$ cat config.mk
export PLATFORM = sky130hd
export DESIGN_NAME = mem_bus_arbiter
export DESIGN_NICKNAME = d
export VERILOG_FILES = /design/src/rtl/bus_pkg.sv /design/src/rtl/bus_region_decode.sv /design/src/rtl/mem_bus_arbiter.sv
export SDC_FILE = /design/constraint.sdc
export NUM_CORES = 1
export LEC_CHECK = 0
export ABC_AREA = 1
export CAP_MARGIN = 20
export CELL_PAD_IN_SITES_DETAIL_PLACEMENT = 2
export CELL_PAD_IN_SITES_GLOBAL_PLACEMENT = 2
export CORE_ASPECT_RATIO = 2
export CORE_MARGIN = 4
export CORE_UTILIZATION = 20
export DETAILED_ROUTE_END_ITERATION = 10
export HOLD_SLACK_MARGIN = 0.15
export PLACE_DENSITY = 0.87
export SLEW_MARGIN = 20
export SYNTH_ARGS = -nofsm -noshare
export SYNTH_HDL_FRONTEND = slang
export SYNTH_SLANG_ARGS = --single-unit
$ cat constraint.sdc
create_clock -name clk -period 2.4 [get_ports clk]
set_clock_uncertainty 0.15 [all_clocks]
set_input_delay 0.72 -clock clk [delete_from_list [all_inputs] [get_ports clk]]
set_output_delay 0.72 -clock clk [all_outputs]
set_load 0.03 [all_outputs]
$ cat src/rtl/bus_pkg.sv
// rtl/bus_pkg.sv - shared types and constants for mem_bus_arbiter and its address decoder
package bus_pkg;

  typedef enum logic [1:0] {
    REGION_RAM,
    REGION_IO,
    REGION_NONE
  } region_e;

  typedef enum logic [1:0] {
    ST_IDLE,
    ST_ACCESS,
    ST_RESP
  } bus_state_e;

  // Highest address page (addr[15:8]) that maps to RAM
  localparam logic [7:0] RAM_PAGE_MAX = 8'h01;
  // Single address page that maps to the peripheral block
  localparam logic [7:0] IO_PAGE      = 8'h02;

  // Port identifiers, also the encoding of the round-robin "last winner" bit
  localparam logic PORT_IF = 1'b0;
  localparam logic PORT_LS = 1'b1;

endpackage

$ cat src/rtl/bus_region_decode.sv
// rtl/bus_region_decode.sv - combinational address page decode to RAM / IO / unmapped plus word-alignment flag
module bus_region_decode
  import bus_pkg::*;
(
  input  logic [7:0] page_i,
  input  logic [1:0] offset_i,
  output region_e    region_o,
  output logic       misalign_o
);

  // Page map: low pages are RAM, one IO page, everything above is unmapped
  always_comb begin
    region_o = REGION_NONE;
    if (page_i <= RAM_PAGE_MAX) begin
      region_o = REGION_RAM;
    end else if (page_i == IO_PAGE) begin
      region_o = REGION_IO;
    end
  end

  // Only whole 32-bit words are addressable on this bus
  assign misalign_o = (offset_i != 2'b00);

endmodule

$ cat src/rtl/mem_bus_arbiter.sv
// rtl/mem_bus_arbiter.sv - fetch/LSU memory bus arbiter and sequencer; define BUS_TIMEOUT_EN to abort stalled accesses
module mem_bus_arbiter
  import bus_pkg::*;
#(
  parameter int unsigned TIMEOUT_CYCLES = 255
)
(
  input  logic        clk,
  input  logic        rst_n,
  input  logic        if_req,
  input  logic [15:0] if_addr,
  output logic        if_gnt,
  output logic        if_rvalid,
  output logic        if_err,
  input  logic        ls_req,
  input  logic        ls_we,
  input  logic [15:0] ls_addr,
  input  logic [31:0] ls_wdata,
  input  logic [3:0]  ls_wstrb,
  output logic        ls_gnt,
  output logic        ls_rvalid,
  output logic        ls_err,
  output logic [31:0] rsp_rdata,
  output logic [15:0] m_addr,
  output logic        m_we,
  output logic [31:0] m_wdata,
  output logic [3:0]  m_wstrb,
  output logic        ram_sel,
  output logic        io_sel,
  input  logic        ram_ready,
  input  logic [31:0] ram_rdata,
  input  logic        io_ready,
  input  logic [31:0] io_rdata
);

  bus_state_e  state_q, state_d;
  logic        owner_q, owner_d;
  logic        rr_last_q, rr_last_d;
  logic [15:0] m_addr_q, m_addr_d;
  logic        m_we_q, m_we_d;
  logic [31:0] m_wdata_q, m_wdata_d;
  logic [3:0]  m_wstrb_q, m_wstrb_d;
  region_e     region_q, region_d;
  logic [31:0] rdata_q, rdata_d;
  logic        rsp_err_q, rsp_err_d;

  logic        any_req;
  logic        ls_win;
  logic        if_win;
  logic [15:0] win_addr;
  region_e     dec_region;
  logic        dec_misalign;
  logic        target_ready;
  logic        timeout_hit;
  logic        access_done;

  // Arbitration: on conflict the port that did not win last time goes first
  assign any_req  = if_req | ls_req;
  assign ls_win   = ls_req && (!if_req || (rr_last_q == PORT_IF));
  assign if_win   = if_req && !ls_win;
  assign win_addr = ls_win ? ls_addr : if_addr;

  bus_region_decode u_decode (
    .page_i     (win_addr[15:8]),
    .offset_i   (win_addr[1:0]),
    .region_o   (dec_region),
    .misalign_o (dec_misalign)
  );

  // Only the target that was decoded for this transaction can complete it
  assign target_ready = ((region_q == REGION_RAM) && ram_ready) ||
                        ((region_q == REGION_IO)  && io_ready);

`ifdef BUS_TIMEOUT_EN
  logic [7:0] cnt_q, cnt_d;

  // Abort on the last allowed ACCESS cycle; a ready in that same cycle still wins
  assign timeout_hit = (state_q == ST_ACCESS) && (cnt_q == 8'(TIMEOUT_CYCLES - 1));

  // ACCESS cycle counter, cleared when a transaction is granted
  always_comb begin
    cnt_d = cnt_q;
    if (state_q == ST_IDLE) begin
      cnt_d = 8'd0;
    end else if (state_q == ST_ACCESS) begin
      cnt_d = cnt_q + 8'd1;
    end
  end

  // Counter register
  always_ff @(posedge clk or negedge rst_n) begin
    if (!rst_n) begin
      cnt_q <= 8'd0;
    end else begin
      cnt_q <= cnt_d;
    end
  end
`else
  assign timeout_hit = 1'b0;
`endif

  // Decode errors finish after one ACCESS cycle; otherwise wait for ready (or timeout)
  assign access_done = (region_q == REGION_NONE) || target_ready || timeout_hit;

  // FSM state register
  always_ff @(posedge clk or negedge rst_n) begin
    if (!rst_n) begin
      state_q <= ST_IDLE;
    end else begin
      state_q <= state_d;
    end
  end

  // FSM next state: one transaction in flight, IDLE -> ACCESS -> RESP -> IDLE
  always_comb begin
    state_d = state_q;
    case (state_q)
      ST_IDLE:   if (any_req) state_d = ST_ACCESS;
      ST_ACCESS: if (access_done) state_d = ST_RESP;
      ST_RESP:   state_d = ST_IDLE;
      default:   state_d = ST_IDLE;
    endcase
  end

  // FSM outputs: grants only in IDLE, selects only in ACCESS, response strobe only in RESP
  always_comb begin
    if_gnt    = 1'b0;
    ls_gnt    = 1'b0;
    ram_sel   = 1'b0;
    io_sel    = 1'b0;
    if_rvalid = 1'b0;
    ls_rvalid = 1'b0;
    if_err    = 1'b0;
    ls_err    = 1'b0;
    rsp_rdata = 32'd0;
    case (state_q)
      ST_IDLE: begin
        // Grants are combinational from req, so mask them while reset is held
        if_gnt = rst_n && if_win;
        ls_gnt = rst_n && ls_win;
      end
      ST_ACCESS: begin
        ram_sel = (region_q == REGION_RAM);
        io_sel  = (region_q == REGION_IO);
      end
      ST_RESP: begin
        rsp_rdata = rdata_q;
        if (owner_q == PORT_LS) begin
          ls_rvalid = 1'b1;
          ls_err    = rsp_err_q;
        end else begin
          if_rvalid = 1'b1;
          if_err    = rsp_err_q;
        end
      end
      default: ;
    endcase
  end

  // Transaction capture at grant and response capture at end of ACCESS
  always_comb begin
    owner_d   = owner_q;
    rr_last_d = rr_last_q;
    m_addr_d  = m_addr_q;
    m_we_d    = m_we_q;
    m_wdata_d = m_wdata_q;
    m_wstrb_d = m_wstrb_q;
    region_d  = region_q;
    rdata_d   = rdata_q;
    rsp_err_d = rsp_err_q;
    if ((state_q == ST_IDLE) && any_req) begin
      owner_d   = ls_win;
      rr_last_d = ls_win;
      m_addr_d  = win_addr;
      m_we_d    = ls_win && ls_we;
      m_wdata_d = ls_win ? ls_wdata : 32'd0;
      m_wstrb_d = (ls_win && ls_we) ? ls_wstrb : 4'b0000;
      // Misaligned or unmapped addresses never reach a target
      region_d  = (dec_misalign || (dec_region == REGION_NONE)) ? REGION_NONE : dec_region;
    end
    if ((state_q == ST_ACCESS) && access_done) begin
      if (target_ready) begin
        rsp_err_d = 1'b0;
        rdata_d   = m_we_q ? 32'd0 :
                    ((region_q == REGION_RAM) ? ram_rdata : io_rdata);
      end else begin
        rsp_err_d = 1'b1;
        rdata_d   = 32'd0;
      end
    end
  end

  // Transaction registers; fetch wins the first conflict after reset
  always_ff @(posedge clk or negedge rst_n) begin
    if (!rst_n) begin
      owner_q   <= PORT_IF;
      rr_last_q <= PORT_LS;
      m_addr_q  <= 16'd0;
      m_we_q    <= 1'b0;
      m_wdata_q <= 32'd0;
      m_wstrb_q <= 4'b0000;
      region_q  <= REGION_NONE;
      rdata_q   <= 32'd0;
      rsp_err_q <= 1'b0;
    end else begin
      owner_q   <= owner_d;
      rr_last_q <= rr_last_d;
      m_addr_q  <= m_addr_d;
      m_we_q    <= m_we_d;
      m_wdata_q <= m_wdata_d;
      m_wstrb_q <= m_wstrb_d;
      region_q  <= region_d;
      rdata_q   <= rdata_d;
      rsp_err_q <= rsp_err_d;
    end
  end

  assign m_addr  = m_addr_q;
  assign m_we    = m_we_q;
  assign m_wdata = m_wdata_q;
  assign m_wstrb = m_wstrb_q;

endmodule

# Word-level counts from Yosys, hierarchy flattened
# Cells that the tools add are included.
dict set report totals {
  regBits 92
  latch_bits 0
  mem_bits_rw 0
  mem_bits_ro 0
  in_bits 139
  out_inout_bits 93
  elab_cells 66
  mem_count 0
}
dict set report classes {
  addsub 0
  n_mul 0
  n_div 0
  magnitude_cmp 1
  eq_ne 8
  shifts 0
  mux 26
  n_bitwise 2
  n_reduce_logical 19
}
# operator n
set op_table {}
lappend op_table {{$mux W32} 5}
lappend op_table {{$mux W16} 1}
lappend op_table {{$mux W1} 13}
lappend op_table {{$mux W2} 5}
lappend op_table {{$logic_and A1 B1 Y1} 9}
lappend op_table {{$eq A8 B2 Y1 const B} 1}
lappend op_table {{$le A8 B1 Y1 const B} 1}
lappend op_table {{$eq A2 B2 Y1 const B} 3}
lappend op_table {{$eq A2 B1 Y1 const B} 2}
lappend op_table {{$logic_not A2 Y1} 2}
lappend op_table {{$logic_or A1 B1 Y1} 4}
lappend op_table {{$mux W4} 1}
lappend op_table {{$ne A2 B2 Y1 const B} 2}
lappend op_table {{$pmux W2 S2} 1}
lappend op_table {{$logic_not A1 Y1} 2}
lappend op_table {{$reduce_and A2 Y1} 1}
lappend op_table {{$reduce_bool A2 Y1} 1}
lappend op_table {{$not A1 Y1} 1}
lappend op_table {{$or A1 B1 Y1} 1}

# Logic depth before layout (Yosys ltp)
# Gate-level depths: netlist (run 1).
dict set report depth {
  word_depth 10
  mapped_depth 10
  depth_no_buf 9
}

# Cells and area by module
# A second synthesis (run 1) with hierarchy kept.
dict set report unflattened {
  cells_unflattened 740
  hier_area_um2 4944.7
}
# module instances cells_each area_per_inst_um2 seq_area_each_um2
set modules_own_cells {}
lappend modules_own_cells {mem_bus_arbiter 1 720 4862.2 2304.7}
lappend modules_own_cells {bus_region_decode 1 20 82.6 0.0}

# Worst setup path after synthesis (run 1)
# No wires, ideal clock.
dict set report synth_timing {
  kind {input port to output port}
  start {input if_req}
  end {output ls_gnt}
  arrival_time_ns 1.761
  required_ns 1.530
  setup_slack_ns -0.231
  cell_stages 6
  path_buffers 1
  cell_sequence {nand2_1 -> nand2_2 -> inv_1 -> clkbuf_1 -> nand2_1 -> nor2_1}
}
dict set report synth_between {
  elab_chain_cells 5
}
# element line
set synth_lines {}
lappend synth_lines {{start, declared} mem_bus_arbiter.sv:10} ;# input logic if_req,
lappend synth_lines {{$logic_not A1 Y1} mem_bus_arbiter.sv:59} ;# assign ls_win = ls_req && (!if_req || (rr_last_q == PORT_IF));
lappend synth_lines {{$logic_or A1 B1 Y1} mem_bus_arbiter.sv:59}
lappend synth_lines {{$logic_and A1 B1 Y1} mem_bus_arbiter.sv:59}
lappend synth_lines {{$logic_and A1 B1 Y1} mem_bus_arbiter.sv:140} ;# ls_gnt = rst_n && ls_win;
lappend synth_lines {{$mux W1} mem_bus_arbiter.sv:136} ;# case (state_q)
lappend synth_lines {{end, declared} mem_bus_arbiter.sv:20} ;# output logic ls_gnt,
# No other way between the ends.

# Worst setup path after layout (run 1)
# Same ends and word-level chain as after synthesis.

==> metrics.csv, run 1 <==
stage;metric;value;unit
critical_path;critPathCaptureType;primary output;
critical_path;slowest_stage;clkdlybuf4s15_1;
logic_synthesis;yosys.area_share.simple;33.37;%
cts;cts_tree;yes;
logic_synthesis;synth_fa_ha_area_share;0;%
die;core-area;22260;um^2
power_and_ir_drop;power.total;7.715;mW
cts;cts.sinks;92;
logic_synthesis;synth_compound_area_share;7.565;%
final_layout;num-nets-final;999;
die;rows;77;
cts;cts_buffers;9;
drt;drt_iter0_markers;158;
logic_synthesis;synth_top_cell_by_area;dfrtp_1;
power_and_ir_drop;ir_drop;0.5856;mV
critical_path;cp.required;1.53;ns
critical_path;cpPeakStageDelay;0.21;ns
global_route;overflow;0;
critical_path;crit_top_cell;nand2_2;
drt;drc;0;
drt;via_per_inst;4.403;
cts;cts-root-buf;clkbuf_16;
logic_synthesis;synth_top_family_by_area;simple AND/OR/NAND/NOR gates;
drt;wl_per_cell;18.44;um
die;start_util;20.44;%
logic_synthesis;synthTopCellsByArea;dfrtp_1 (50%), nand2_1 (22%), nor2_1 (5.2%);
flow_run;drv_cap;0;
logic_synthesis;yosys_warnings;0;
hold_path;hold_path.class;in2async;
cts;clkLatencyLatePin;0.35;ns
drt;wl;21100;um
timing;finalSetupTns;0;ns
logic_synthesis;ys_seq_elements;92;
critical_path;path_cells;clkdlybuf4s15_1 > nand2_2 > nand2_4 > inv_4 > nand2_2 > nor2_4 > buf_6;
logic_synthesis;syn_inst;630;
critical_path;worst-path-max-fanout;3;
final_layout;drive_above_1_share;12.02;%
critical_path;crit_family;buffers and inverters;
global_route;antenna_found_initial;3;
timing;setup_viol;0;
power_and_ir_drop;power.density;1026;nW/um^2
die;die_height;221.3;um
critical_path;worst-path-buf-inv;3;
final_layout;area_delta_synth_final;65.31;%
timing;slew_viol_final;0;
global_route;track_usage;16.82;%
global_route;grt_first_pass_wirelength;32660;um
die;io_pins;232;
logic_synthesis;ys_types;21;
critical_path;worstSetupStartpointType;input port;
logic_synthesis;synthMuxAreaShare;0;%
timing;clock.fmax;0.4278;GHz
timing;tightest_slew;0.8468;ns
timing;post-route-period-util;97.39;%
drt;drtAntennaViolNets;0;
timing;slew_headroom;43.55;%
placement;preCtsSetupSlack;-0.2446;ns
global_route;grt_max_degree;62;
die;die-area;25360;um^2
die;die_x;114.6;um
cts;clk_pin_slew;0.07;ns
status;status;completed;
timing;fin_ws;0.06261;ns
drt;drtPass1Iterations;4;
drt;routed-via-count;5037;
cts;postCtsHoldBufs;0;
logic_synthesis;ys_seq_area_share;50.67;%
power_and_ir_drop;leakage;3.544;nW
cts;htree_levels;3;
placement;dp_hpwl;16560;um
logic_synthesis;postSynthAreaPerCell;7.219;um^2
logic_synthesis;synth_top_area_share;49.52;%
logic_synthesis;synth_nets;769;
critical_path;criticalPathCategory;in2out;
timing;fin_crit;2.337;ns
logic_synthesis;synth_xor_area_share;0;%
global_route;grt_pass1_vias;5840;
logic_synthesis;synth_area;4548;um^2
critical_path;cp.arrival;1.47;ns
timing;hold_viol_final;0;
placement;port_buffers;231;
placement;place.gp.congestion;0.7895;
timing;rsz0062_at_grt;no;
cts;clock_path_buffers;2;
cell usage in the layout (no fill, tap or decap):
cell type	count
buf_6	2
clkbuf_16	9
nand2_4	4
nor2_2	5
o21ai_0	22
diode_2	3
inv_2	5
o21ai_2	2
clkinv_2	2
clkbuf_8	3
clkdlybuf4s15_1	1
a31oi_1	7
a21boi_0	1
clkbuf_1	1
nor2_4	2
dfstp_2	2
nand2_1	265
inv_4	2
clkdlybuf4s50_1	188
a21oi_1	33
inv_1	46
dfrtp_1	90
nor2_1	57
nand2_2	2
buf_4	58
nand3_1	46
inv_6	1
dlygate4sd2_1	1
buf_12	5
nor3_1	3
final cells by class:
class | count | area [um^2]
multi-input combinational | 449 | 1909
sequential | 92 | 2305
inverter | 53 | 203.9
timing repair buffer | 255 | 2459
fill | 2586 | 14740
clock inverter | 3 | 18.77
clock buffer | 13 | 270.3
antenna | 3 | 7.507
tap | 276 | 345.3
worst paths after layout:
| kind | start | endpoint | slack, ns | cells past startpoint |
|---|---|---|---|---|
| worst min-delay path | rst_n | m_addr[13] | 0.30 | 2 |
| max in group asynchronous | rst_n | rdata_q[23] | 1.07 | 2 |
| worst max register to register | region_q[0] | rdata_q[18] | 0.55 | 9 |
| min in group clk | rr_last_q | rr_last_q | 0.33 | 2 |
| worst min register to register | rr_last_q | rr_last_q | 0.33 | 2 |
| worst max-delay path | if_req | ls_gnt | 0.06 | 7 |
per-layer routing:
| metal | track usage (%) | up-vias | routed length (um) |
|---|---|---|---|
| met5 | 0 | - | 0 |
| met4 | 8.362 | 0 | 851 |
| met3 | 3.144 | 37 | 946 |
| met2 | 32.39 | 159 | 12070 |
| met1 | 16.42 | 2443 | 7228 |
| li1 | - | 2398 | - |
report_power, final:
part | internal (mW) | switching, mW | leakage (nW)
clock | 0.790 | 0.636 | 0.146
sequential | 2.04 | 0.290 | 1.20
combinational | 1.49 | 2.47 | 2.19
total | 4.32 | 3.39 | 3.54
synthesized netlist by cell type, drive strengths merged:
cell	number
dfstp	2
nand3	46
buf	24
inv	53
o21ai	24
a21oi	33
a31oi	7
nand2	271
dfrtp	90
clkbuf	12
nor2	64
a21boi	1
nor3	3
timing repair:
item / in CTS / in global routing
buffers inserted: 0 / 1
resized for setup: 11 / 7
pin swaps: 0 / 2
setup endpoints to repair: 12 / 19
kinds of logic after synthesis:
group	count (synthesis)
flops	92
compound gates	65
simple gates	384
buf+inv	89
registers in the layout (all words and copies together) (netlist names):
| name | flops |
|---|---|
| m_wdata | 32 |
| rdata_q | 32 |
| m_addr | 16 |
| m_wstrb | 4 |
| region_q | 2 |
| state_q | 2 |
| m_we | 1 |
| owner_q | 1 |
| rr_last_q | 1 |
| rsp_err_q | 1 |
metrics by stage:
stage          instance area [um^2]  hold WS (ns)  util (%)  std cells
2_1_floorplan                  4559        0.2744         -        630
3_3_place_gp                   7173        0.3070     32.23       1124
3_5_place_dp                   7173        0.3179     32.23       1124
4_1_cts                        7485        0.3220     33.63       1140
5_1_grt                        7518        0.3398     33.78       1144
6_report                       7518        0.3048     33.78       1144
(Power assumes the default switching activity.)
==> inputs of run 2 (changes only) <==
- ABC_AREA: 1 -> 0
- CORE_UTILIZATION: 20 -> 23
- PLACE_DENSITY: 0.87 -> 0.89
- SLEW_MARGIN: 20 -> not set
==> run 2 against run 1 <==
  * Synthesized cell count is 38% lower
  * Sequential power barely moved
  * Worst hold slack worse by 0.0024 ns
  * Sequential share of layout area up 0.53 points
  * Combinational power decreased by 10%
  * Clock power is 17% higher
  * Power down 1.9%
  * First-iteration DRC count down 58%
  * Die area down 17%
  * Count of clock-buffer cells in the layout shrank 1
  * Utilization grew 6.6 points
  * Critical endpoint is now m_we
==> metrics.csv, run 2 <==
stage;metric;value;unit;change
logic_synthesis;synth_top_area_share;52.43;%;+2.9 points
timing;fin_ws;0.04598;ns;-0.01663 ns
logic_synthesis;ys.flop_type;dfrtp_1;;
die;core-area;18310;um^2;-18%
critical_path;slowest_stage;clkdlybuf4s50_1;;
cts;cts.sinks;92;;unchanged
cts;cts_tree;yes;;
critical_path;crit_family;buffers and inverters;;
logic_synthesis;synth_nets;530;;-31%
timing;slew_viol_final;0;;unchanged
final_layout;regArea;2305;um^2;unchanged
power_and_ir_drop;power.density;1024;nW/um^2;-0.21%
placement;dpl-instance-area;6862;um^2;-4.3%
power_and_ir_drop;ir_drop;0.5869;mV;+0.22%
drt;drc;0;;unchanged
timing;holdWs;0.3024;ns;-0.002436 ns
timing;post-route-period-util;98.08;%;+0.69 points
timing;fin_crit;2.354;ns;+0.01663 ns
global_route;overflow;0;;unchanged
timing;setup_viol;0;;unchanged
placement;place_inst;825;;-27%
final_layout;fillers;1906;;-26%
critical_path;critPathCaptureType;primary output;;
critical_path;cpPeakStageDelay;0.73;ns;+0.52 ns
global_route;grt_first_pass_wirelength;27110;um;-17%
timing;clock.fmax;0.4248;GHz;-0.71%
logic_synthesis;yosys_warnings;0;;unchanged
hold_path;hold_path.class;in2async;;
cts;htree_levels;3;;unchanged
final_layout;drive_above_1_share;19.81;%;+7.8 points
logic_synthesis;synth_top_cell_by_area;dfrtp_1;;
power_and_ir_drop;leakage;3.181;nW;-10%
die;io_pins;232;;unchanged
logic_synthesis;synthTopCellsByArea;dfrtp_1 (52%), mux2i_1 (11%), a22o_1 (6.5%);;
placement;preCtsSetupSlack;-0.2862;ns;-0.04158 ns
flow_run;drv_cap;0;;unchanged
logic_synthesis;syn_inst;391;;-38%
drt;drt_iter0_markers;66;;-58%
global_route;track_usage;16.47;%;-0.35 points
placement;place.gp.congestion;0.7803;;-1.2%
logic_synthesis;synth_top_cells_by_count;dfrtp_1 (90), nand2_1 (63), mux2i_1 (49);;
drt;routed-via-count;3988;;-21%
critical_path;cp-startpoint;m_we;;
global_route;antenna_found_initial;1;;-2
die;rows;70;;-9.1%
cts;cts-root-buf;clkbuf_16;;
logic_synthesis;postSynthAreaPerCell;10.99;um^2;+52%
cts;clkLatencyLatePin;0.34;ns;about the same
die;die_height;201.3;um;-9.0%
power_and_ir_drop;power.total;7.568;mW;-1.9%
placement;port_buffers;231;;unchanged
timing;tightest_slew;0.5368;ns;-0.3101 ns
logic_synthesis;ys_seq_area_share;53.66;%;+3.0 points
die;start_util;23.47;%;+3.0 points
timing;rsz0062_at_grt;yes;;
die;die-area;21060;um^2;-17%
placement;dp_hpwl;13500;um;-18%
critical_path;r2r_start;rr_last_q;;
final_layout;multiInputGateArea;1893;um^2;-0.85%
critical_path;criticalPathCategory;reg2out;;
drt;wl_per_cell;20.65;um;+12%
status;status;completed;;
logic_synthesis;synth_edf_count;0;;unchanged
critical_path;cp.arrival;1.48;ns;about the same
cts;clock_path_buffers;2;;unchanged
logic_synthesis;ys_seq_elements;92;;unchanged
final_layout;finalInstanceArea;7391;um^2;-1.7%
logic_synthesis;async_flop_share;100.0;%;unchanged
timing;slew_headroom;64.22;%;+21 points
final_layout;num-nets-final;765;;-23%
drt;wl;17520;um;-17%
logic_synthesis;synth_area;4295;um^2;-5.6%
critical_path;worst-path-buf-inv;1;;-2
cts;cts_buffers;9;;unchanged
drt;via_per_inst;4.703;;+6.8%
die;die_x;104.6;um;-8.7%
final_layout;final_cell_count_no_fill;848;;-26%
timing;hold_viol_final;0;;unchanged
timing;finalSetupTns;0;ns;unchanged
final_layout;final_util;40.38;%;+6.6 points
global_route;grt_pass1_vias;4666;;-20%
final_layout;final_cell_mix;clkdlybuf4s50_1 (188), dfrtp_1 (90), nand2_1 (63);;
critical_path;cp.required;1.53;ns;about the same
critical_path;worst-path-max-fanout;3;;unchanged
drt;drtPass1Iterations;4;;unchanged
critical_path;worstSetupStartpointType;flip-flop;;
global_route;grt_max_degree;93;;+50%
cts;clk_pin_slew;0.07;ns;about the same
critical_path;path_cells;clkdlybuf4s50_1;;
drt;drtAntennaViolNets;0;;unchanged
final_layout;layout_commonest_cell;clkdlybuf4s50_1;;
final_layout;area_delta_synth_final;72.07;%;
logic_synthesis;synth_most_common_cell;dfrtp_1;;
logic_synthesis;ys_types;32;;+52%
run 2: cell count changes in the layout (fill, tap and decap cells not counted), moves of 32 or more:
cell,before,now
nand3_1,46,5
a21oi_1,33,1
mux2i_1,0,49
nand2_1,265,63
inv_1,46,2
nor2_1,57,3
a22o_1,0,32
run 2: final timing paths:
path	cells after the start	to	slack, ns
worst max-delay path	1	m_we	0.05
worst min-delay path	2	m_addr[7]	0.30
worst max register to register	6	m_wdata[7]	0.49
worst min register to register	2	rdata_q[21]	0.32
max in group asynchronous	2	m_wstrb[3]	1.35
min in group clk	2	rdata_q[21]	0.32
run 2: kinds of logic (layout without fill, tap and decap cells):
kind of cell	after synthesis	count (layout)	synth area share, %
AO/OA/AOI/OAI	95	95	16.89
buffers and inverters	31	271	3.787
flip-flops	92	92	53.66
multiplexers	49	49	11.42
other	0	1	0
AND/OR/NAND/NOR	124	124	14.24
run 2: layout make-up:
cell class	count	area share, %
multi-input combinational	268	25.61
antenna	1	0.03386
clock buffer	12	3.470
sequential	92	31.18
clock inverter	4	1.287
timing repair buffer	253	34.65
tap	216	3.657
inverter	2	0.1016
run 2: repair_timing:
item                                    in CTS  in global routing
pin swaps                                    0                  0
resized for setup                            6                 24
hold buffers                                 0                  0
gates cloned                                 0                  2
endpoints found under the setup margin       8                 37
setup buffers                                1                  3
run 2: report_power, final:
group,total (mW),switching (mW),internal (mW)
clock,1.68,0.605,1.07
sequential,2.33,0.311,2.02
combinational,3.56,2.01,1.55
run 2: per-layer routing:
| layer | GRT usage (%) | vias up | part of all wire [%] |
|---|---|---|---|
| met1 | 15.93 | 2003 | 33 |
| met2 | 33.09 | 135 | 60 |
| met4 | 5.537 | 0 | 1.8 |
| met5 | 0 | - | 0 |
| met3 | 3.949 | 13 | 5.4 |
| li1 | - | 1837 | - |
==> inputs of run 3 (changes only) <==
- CORE_MARGIN: 4 -> 2
- CTS_CLUSTER_DIAMETER: not set -> 150
==> run 3 against run 2 <==
  * Final cell count rose by 0.47%
  * Critical endpoint is now if_err
  * Sequential share of layout area fell by 0.62 points
  * Combinational power rose by 3%
  * Worst hold slack improved by 0.014 ns
  * The flow now finishes with violations (negative setup slack)
  * Count of clock-buffer cells in the layout fell by 2
  * First-iteration DRC count fell by 23%
  * Die area fell by 5.7%
==> metrics.csv, run 3 (synthesized netlist as in run 2, its figures left out) <==
stage;metric;value;unit;change
cts;htree_levels;3;;unchanged
timing;tightest_slew;0.5308;ns;-0.005973 ns
cts;clkLatencyLatePin;0.34;ns;about the same
global_route;track_usage;17.51;%;+1.0 points
drt;drtAntennaViolNets;0;;unchanged
critical_path;worstSetupStartpointType;flip-flop;;
timing;hold_viol_final;0;;unchanged
timing;finalSetupTns;-0.01359;ns;-0.01359 ns
placement;place.gp.congestion;0.7574;;-2.9%
global_route;grt_max_degree;93;;unchanged
global_route;grt_first_pass_wirelength;26540;um;-2.1%
critical_path;reg2reg_depth;6;;unchanged
critical_path;critPathCaptureType;primary output;;
placement;dp_hpwl;13240;um;-1.9%
final_layout;layout_commonest_cell;clkdlybuf4s50_1;;
final_layout;final_util;41.19;%;+0.81 points
placement;port_buffers;231;;unchanged
cts;cts-root-buf;clkbuf_16;;
final_layout;final_cell_mix;clkdlybuf4s50_1 (188), dfrtp_1 (90), nand2_1 (63);;
drt;drtPass1Iterations;4;;unchanged
die;rows;70;;unchanged
die;start_util;23.47;%;unchanged
timing;fin_crit;2.409;ns;+0.05479 ns
drt;via_per_inst;4.765;;+1.3%
cts;clock_path_buffers;2;;unchanged
critical_path;cp.arrival;1.54;ns;+0.06 ns
drt;wl_per_cell;20.60;um;-0.26%
final_layout;final_cell_count_no_fill;852;;+0.47%
timing;rsz0062_at_grt;yes;;
critical_path;slowest_stage;dfrtp_1;;
critical_path;r2r_start;rr_last_q;;
die;io_pins;232;;unchanged
timing;setup_viol;2;;+2
global_route;grt_pass1_vias;4855;;+4.1%
critical_path;path_cells;nor2b_4 > buf_12 > nor2b_4 > and2_4 > buf_12;;
drt;routed-via-count;4060;;+1.8%
global_route;overflow;0;;unchanged
die;core-area;18310;um^2;unchanged
die;die-area;19850;um^2;-5.7%
drt;drc;0;;unchanged
drt;drt_iter0_markers;51;;-23%
final_layout;fillers;1898;;-0.42%
flow_run;drv_cap;0;;unchanged
critical_path;cpPeakStageDelay;0.43;ns;-0.30 ns
status;violations;negative setup slack;;
critical_path;criticalPathCategory;reg2out;;
cts;cts_buffers;9;;unchanged
critical_path;cp.required;1.53;ns;about the same
die;die_height;197.3;um;-2.0%
status;status;finished, violations left;;
hold_path;hold_path.class;in2async;;
timing;clock.fmax;0.4151;GHz;-2.3%
timing;slew_viol_final;0;;unchanged
cts;cts_tree;yes;;
drt;wl;17550;um;+0.21%
final_layout;num-nets-final;770;;+0.65%
power_and_ir_drop;leakage;3.231;nW;+1.6%
critical_path;ff2ff_setup_slack;0.55;ns;+0.06 ns
cts;clk_pin_slew;0.07;ns;about the same
critical_path;r2r-end;m_wdata[31];;
global_route;antenna_found_initial;1;;unchanged
timing;post-route-period-util;100.4;%;+2.3 points
timing;slew_headroom;64.61;%;+0.40 points
final_layout;antennaDiodeCount;0;;-1
placement;place_inst;830;;+0.61%
die;die_x;100.6;um;-3.8%
timing;fin_ws;-0.008812;ns;-0.05479 ns
power_and_ir_drop;power.total;7.525;mW;-0.57%
final_layout;drive_above_1_share;21.70;%;+1.9 points
power_and_ir_drop;ir_drop;0.5977;mV;+1.8%
critical_path;worst-path-max-fanout;5;;+2
final_layout;area_delta_synth_final;75.53;%;
cts;cts.sinks;92;;unchanged
power_and_ir_drop;power.density;998.1;nW/um^2;-2.5%
run 3: cell count changes in the layout (fill, tap and decap cells not counted), moves of 2 or more:
| cell | previous run | this run |
|---|---|---|
| and2_1 | 30 | 23 |
| buf_6 | 13 | 30 |
| buf_8 | 2 | 0 |
| clkbuf_8 | 2 | 0 |
| and2_4 | 5 | 12 |
| buf_4 | 39 | 20 |
| buf_12 | 7 | 15 |
| clkbuf_2 | 0 | 2 |
run 3: where the power goes:
group	switching [mW]	total, mW	leakage, nW	internal (mW)
registers	0.318	2.33	1.21	2.02
clock network	0.606	1.52	0.153	0.914
logic	2.05	3.67	1.87	1.63
total	2.97	7.53	3.23	4.56
run 3: routing by layer:
metal,routed length [um],vias to the layer above,track usage (%)
met2,10240,170,34.27
met1,5631,2010,16.60
met5,13,-,0
met4,610,2,7.052
li1,-,1842,-
met3,1054,36,4.565
run 3: worst max path at each step:
stage,slack [ns],endpoint,from,cells past startpoint
finish,-0.009,if_err,state_q[0],5
CTS,-0.09,if_err,state_q[0],5
floorplan,-0.06,if_gnt,ls_req,4
detailed placement,-0.32,ls_gnt,ls_req,4
global route,-0.08,if_err,state_q[0],5
global placement,-0.22,ls_gnt,ls_req,4
run 3: worst max-delay path, delay by kind of cell, from the launching register on:
family,cells,cell delay (ns)
buf+inv,2,0.25
flops,1,0.43
simple gates,3,0.52
run 3: through the flow:
stage          setup WS, ns  area [um^2]  hold WS (ns)
6_report          -0.008812         7540        0.3164
5_1_grt            -0.08112         7540        0.3591
3_3_place_gp        -0.2188         6982        0.3020
3_5_place_dp        -0.3249         6982        0.3131
4_1_cts            -0.08731         7332        0.3290
2_1_floorplan      -0.06491         4299        0.2744
run 3: area by class of cell:
class,instances,area [um^2],share of cell area (%)
Timing Repair Buffer,258,2735,36.28
Sequential cell,92,2305,30.57
Multi-Input combinational cell,268,1907,25.29
Tap cell,216,270.3,3.584
Clock buffer,10,229.0,3.037
Clock inverter,6,86.33,1.145
Inverter,2,7.507,0.09957
run 3: repair_timing:
| item | 4_1_cts | 5_1_grt |
|---|---|---|
| setup buffers | 1 | 3 |
| hold buffers | 0 | 0 |
| gates cloned | 0 | 2 |
| pin swaps | 0 | 2 |
| endpoints found under the setup margin | 14 | 14 |
| resized for setup | 17 | 41 |
